===== src/rtl/regfile_write_arbiter.sv =====
// regfile_write_arbiter: zero-fills the register file after reset, then shares
// its single write port among NUM_REQ writeback sources by round-robin.
module regfile_write_arbiter #(
    parameter int unsigned ADDR_WIDTH     = 6,
    parameter int unsigned DATA_WIDTH     = 32,
    parameter int unsigned NUM_REQ        = 3,
    parameter bit          CLEAR_ON_RESET = 1'b1
) (
    input  logic                             clk,
    input  logic                             rst,
    input  logic [NUM_REQ-1:0]               req_valid,
    input  logic [NUM_REQ*ADDR_WIDTH-1:0]    req_addr,
    input  logic [NUM_REQ*DATA_WIDTH-1:0]    req_data,
    output logic [NUM_REQ-1:0]               req_ready,
    output logic [ADDR_WIDTH-1:0]            rf_waddr,
    output logic                             rf_we,
    output logic [DATA_WIDTH-1:0]            rf_wdata,
    output logic                             busy
);

    localparam int unsigned PTR_W = (NUM_REQ > 1) ? $clog2(NUM_REQ) : 1;
    localparam int unsigned CAND_W = PTR_W + 1;
    localparam logic [ADDR_WIDTH-1:0] LAST_ADDR = '1;
    localparam logic [PTR_W-1:0] LAST_REQ = PTR_W'(NUM_REQ - 1);

    typedef enum logic {
        ST_CLEAR = 1'b0,
        ST_RUN   = 1'b1
    } state_t;

    localparam state_t RESET_STATE = CLEAR_ON_RESET ? ST_CLEAR : ST_RUN;

    state_t                 state_q, state_d;
    logic [ADDR_WIDTH-1:0]  cnt_q, cnt_d;
    logic [PTR_W-1:0]       ptr_q, ptr_d;
    logic                   rf_we_q, rf_we_d;
    logic [ADDR_WIDTH-1:0]  rf_waddr_q, rf_waddr_d;
    logic [DATA_WIDTH-1:0]  rf_wdata_q, rf_wdata_d;

    logic [ADDR_WIDTH-1:0]  addr_arr [NUM_REQ];
    logic [DATA_WIDTH-1:0]  data_arr [NUM_REQ];
    logic                   gnt_found;
    logic [PTR_W-1:0]       gnt_idx;
    logic [CAND_W-1:0]      cand;
    logic [NUM_REQ-1:0]     ready_c;

    // Unpack the flattened request buses into per-requester arrays.
    always_comb begin
        for (int i = 0; i < NUM_REQ; i++) begin
            addr_arr[i] = req_addr[i*ADDR_WIDTH +: ADDR_WIDTH];
            data_arr[i] = req_data[i*DATA_WIDTH +: DATA_WIDTH];
        end
    end

    // Round-robin search: first valid requester starting at ptr, wrapping.
    always_comb begin
        gnt_found = 1'b0;
        gnt_idx   = '0;
        cand      = '0;
        for (int k = 0; k < NUM_REQ; k++) begin
            cand = {1'b0, ptr_q} + CAND_W'(k);
            if (cand >= CAND_W'(NUM_REQ)) begin
                cand = cand - CAND_W'(NUM_REQ);
            end
            if (!gnt_found && req_valid[cand[PTR_W-1:0]]) begin
                gnt_found = 1'b1;
                gnt_idx   = cand[PTR_W-1:0];
            end
        end
    end

    // Ready is only offered in RUN and never while reset is asserted.
    always_comb begin
        ready_c = '0;
        if (!rst && (state_q == ST_RUN) && gnt_found) begin
            ready_c[gnt_idx] = 1'b1;
        end
    end

    // Next-state and registered write-port values.
    always_comb begin
        state_d    = state_q;
        cnt_d      = cnt_q;
        ptr_d      = ptr_q;
        rf_we_d    = 1'b0;
        rf_waddr_d = rf_waddr_q;
        rf_wdata_d = rf_wdata_q;
        case (state_q)
            ST_CLEAR: begin
                rf_we_d    = 1'b1;
                rf_waddr_d = cnt_q;
                rf_wdata_d = '0;
                cnt_d      = cnt_q + 1'b1;
                if (cnt_q == LAST_ADDR) begin
                    state_d = ST_RUN;
                end
            end
            ST_RUN: begin
                if (gnt_found) begin
                    rf_we_d    = 1'b1;
                    rf_waddr_d = addr_arr[gnt_idx];
                    rf_wdata_d = data_arr[gnt_idx];
                    ptr_d      = (gnt_idx == LAST_REQ) ? '0 : gnt_idx + 1'b1;
                end
            end
        endcase
    end

    // State and output registers with synchronous reset.
    always_ff @(posedge clk) begin
        if (rst) begin
            state_q    <= RESET_STATE;
            cnt_q      <= '0;
            ptr_q      <= '0;
            rf_we_q    <= 1'b0;
            rf_waddr_q <= '0;
            rf_wdata_q <= '0;
        end else begin
            state_q    <= state_d;
            cnt_q      <= cnt_d;
            ptr_q      <= ptr_d;
            rf_we_q    <= rf_we_d;
            rf_waddr_q <= rf_waddr_d;
            rf_wdata_q <= rf_wdata_d;
        end
    end

    assign req_ready = ready_c;
    assign rf_we     = rf_we_q;
    assign rf_waddr  = rf_waddr_q;
    assign rf_wdata  = rf_wdata_q;
    assign busy      = rst | (state_q == ST_CLEAR);

endmodule


===== config.mk =====
export PLATFORM = sky130hd
export DESIGN_NAME = regfile_write_arbiter
export DESIGN_NICKNAME = d
export VERILOG_FILES = /design/src/rtl/regfile_write_arbiter.sv
export SDC_FILE = /design/constraint.sdc
export NUM_CORES = 1
export LEC_CHECK = 0
export BUFFER_PORTS_ARGS = -buffer_cell sky130_fd_sc_hd__buf_2
export CAP_MARGIN = 20
export CORE_UTILIZATION = 35
export CTS_CLUSTER_DIAMETER = 120
export DETAILED_ROUTE_END_ITERATION = 12
export PLACE_DENSITY = 0.66
export SETUP_SLACK_MARGIN = 0.5
export SYNTH_ARGS = -nofsm -noshare
export SYNTH_HDL_FRONTEND = slang
export SYNTH_SLANG_ARGS = --single-unit

===== constraint.sdc =====
create_clock -name clk -period 4.4 [get_ports clk]
set_input_delay 1.1 -clock clk [delete_from_list [all_inputs] [get_ports clk]]
set_output_delay 1.1 -clock clk [all_outputs]
set_load 0.03 [all_outputs]

==> summary.md <==
| Metric | Value |
|---|---|
| Die H | 87.6 um |
| Max Clk Rate | around 0.26 GHz |
| Slew HR | 0.584 |
| LEAKAGE | between 1.5 and 2 nW |
| Root Buffer Master | clkbuf_8 |
| Setup CP Type | input port to output pin |
| IO Port Bufs | about 160 |
| Drt first-iter violations | 92 |
| Setup violations, final | 0 |
| Slowest-stage cell, CP | or2_2 |
| Setup TNS | 0 ps |
| EDFF count, synth | 0 |
| DR DRC count | 0 |
| Initial antenna violation count | 0 |
| Setup crit end kind | output pin |
| R2R Path End | rf_waddr[5] |
| Fin. Hold Viols | 0 |
| Post-Syn Area | between 0.002 and 0.003 mm2 |
| Worst slack at placement | between 500 and 600 ps |
| Area growth from synthesis to layout | 36.2% |
| Worst-skew pair later-pin latency | 290 ps |
| First-pass GRT wire length | approximately 11000 um |
| CP max stage delay | 360 ps |
| Internal Power | 0.637 mW |
| Vias in the first global route | 2478 |
| Top cell type's share of synthesized area | 0.375 |
| Fin crit period | 3790 ps |
| #FFs+latches synth | 48 |
| Fraction of registers with async set/reset | 0 |
| Max FO, Critical Path | 8 |
| Core area | 0.00694 mm2 |
| Initial core utilization | 0.369 |
| Die area | 0.00767 mm2 |
| Worst Skew | 4.27 ps |
| CP Launch Type | input port |
| Final core area utilization | 0.503 |
| Power share of the sequential group | 0.520 |
| Hold Startpoint | rf_wdata[14] |
| Layout cells sized above 1 | 0.439 |
| Die width | 87.6 um |
| Worst hold endpoint | rf_wdata[14] |
| Top cells by area, synth | dfxtp_1 (37%), mux2i_1 (16%), a22oi_1 (9.1%) |
| Placer Congestion | 0.805 |
| Worst-Margin Slew | between 600 and 700 ps |
| VDD IR max | 0.137 mV |
| CTS Sinks | 48 |
| Fill cell count | 671 |
| DR pass1 iterations | 4 |
| # rows | 30 |
| # IOs | approximately 160 |
| Postcts setup bufs | 0 |
| Drt wl/cell | ~14 um |
| Largest net degree at the start of global routing | 39 |
| Fin. max-slew vios | 0 |
| CP cell instances | buf_2, mux2_4, mux2_4, nor2b_1, or2_2, nor2_2, buf_2 |
| Gr ovfl total | 0 |
| Max-cap check violation count | 0 |
| Clock-pin slew on the worst setup and hold paths | 90 ps |
| Cell taking the most area after synthesis | dfxtp_1 |
| YS warnings | 0 |
| Avg Inst Size Synth | around 9.4 um2 |
| Worst reg2reg path depth | 9 |
| Cells after Synth | 273 |
| Psw | 0.212 mW |
| Sequential area share after synthesis | 0.375 |
| Fin Hold WS | ~500 ps |
| CP Data Arrival Time | ~2700 ps |
| Worst Hold Class | register to register |
| Worst Hold Path Cells | 2 |
| Final HPWL DP | 5480 um |
| RSZ-0062 raised after global routing | false |
| Worst EP required | around 3300 ps |
| Most used DFF post-synth | dfxtp_1 |
| FF-to-FF setup slack | 1470 ps |
| Synth cell types | 46 |
| Final worst path period share | 0.862 |
| Post-cts resize count | 0 |
| Outcome | finished clean |
| PnR worst setup slack | approximately 610 ps |
| Routed vias/inst | 4.98 |
| PwrDens | roughly 240 mW/mm2 |
| Power consumption | 0.849 mW |
| Hold buffer count at CTS | 0 |
| H-Tree Depth | 2 |
| Via count | 2601 |
| Reg2reg start | ptr_q[1] |
| Combinational Power Share | 0.149 |
| CTS buffer count | 5 |
| Clock network power share | 0.331 |
| Net Sw Frac | 0.250 |
| Max clock buf depth | 2 |
| ANT nets after route | 0 |
| Nets | 549 |
| Mapped Nets | 397 |
| CTS tree | built |
| Diode count | 0 |
| Gr usage total | 0.191 |
| WL final | 7360 um |
==> power groups by stage <==
stage               combinational (mW)  clock (mW)  sequential, mW
floorplan                       0.0637           0           0.455
global placement                 0.124           0           0.452
detailed placement               0.127           0           0.452
CTS                              0.127       0.294           0.442
global route                     0.140       0.312           0.443
finish                           0.127       0.281           0.442
==> worst max-delay path by stage <==
stage,startpoint,cells past startpoint,end
2_1_floorplan,req_valid[0],8,req_ready[1]
3_3_place_gp,req_valid[1],7,req_ready[1]
3_5_place_dp,req_valid[1],7,req_ready[1]
4_1_cts,req_valid[1],7,req_ready[1]
5_1_grt,ptr_q[0],8,req_ready[1]
6_report,req_valid[1],7,req_ready[1]
==> placed cells by master, fill, tap and decap left out, types with 6 or more instances in the layout <==
cell type / n
mux2i_1: 40
a22oi_1: 31
nor2_1: 14
o221ai_1: 6
o21ai_0: 10
a21oi_1: 9
clkbuf_8: 6
dfxtp_1: 48
buf_2: 161
nand2_1: 13
o21ai_1: 25
==> cell type report <==
class / instances / area (um2) / share of cell area
clock buffers: 6 / 82.6 / 0.0237
clock inverters: 2 / 13.8 / 0.00394
inverters: 5 / 18.8 / 0.00538
multi-input cells: 199 / 1450 / 0.416
flip-flops and latches: 48 / 961 / 0.275
well taps: 96 / 120 / 0.0344
repair buffers: 166 / 843 / 0.242
==> Yosys cell counts, types with 2 or more instances <==
master / number
clkbuf_1: 6
o21ai_0: 10
and3_1: 5
buf_4: 2
nand3b_1: 2
a21oi_1: 9
a22oi_1: 31
o221ai_1: 6
nor2_1: 16
inv_1: 5
buf_6: 4
nand2_1: 13
nor2b_1: 4
xor2_1: 3
dfxtp_1: 48
buf_2: 7
nand3_1: 3
buf_8: 2
mux2_4: 2
o21ai_1: 25
ha_1: 5
mux2i_1: 41
==> kinds of logic (layout without fill, tap and decap cells) <==
| kind of cell | after synthesis | count (layout) | share of synthesized area |
|---|---|---|---|
| AO/OA/AOI/OAI | 91 | 91 | 0.232 |
| flip-flops | 48 | 48 | 0.375 |
| multiplexers | 43 | 43 | 0.172 |
| AND/OR/NAND/NOR | 56 | 56 | 0.119 |
| XOR/XNOR | 4 | 4 | 0.0137 |
| buffers and inverters | 26 | 179 | 0.0649 |
| adder cells (fa/ha/maj) | 5 | 5 | 0.0244 |
==> worst max-delay path, delay by kind of cell <==
family | cells | cell delay [ps]
muxes | 2 | 590
buffers and inverters | 2 | 350
and+or+nand+nor | 3 | 650
==> flip-flops by register name (all words and copies together), names as in the netlist <==
signal and cells:
ptr_q 2, rf_wdata 32, rf_waddr 6, state_q 1, rf_we 1, cnt_q 6
==> per-stage QoR <==
stage                     area, um2  instances
after global routing           3490        522
after global placement         3390        514
final                          3490        522
after CTS                      3490        522
after detailed placement       3390        514
after floorplan                2570        273
==> metal layers <==
layer | GRT usage | routed length, um | vias up
li1 | - | - | 1314
met1 | 0.217 | 3050 | 1179
met2 | 0.352 | 3770 | 98
met3 | 0.0443 | 400 | 10
met4 | 0.0641 | 143 | 0
met5 | 0 | 0 | -
Power figures use the tool's default switching activity.
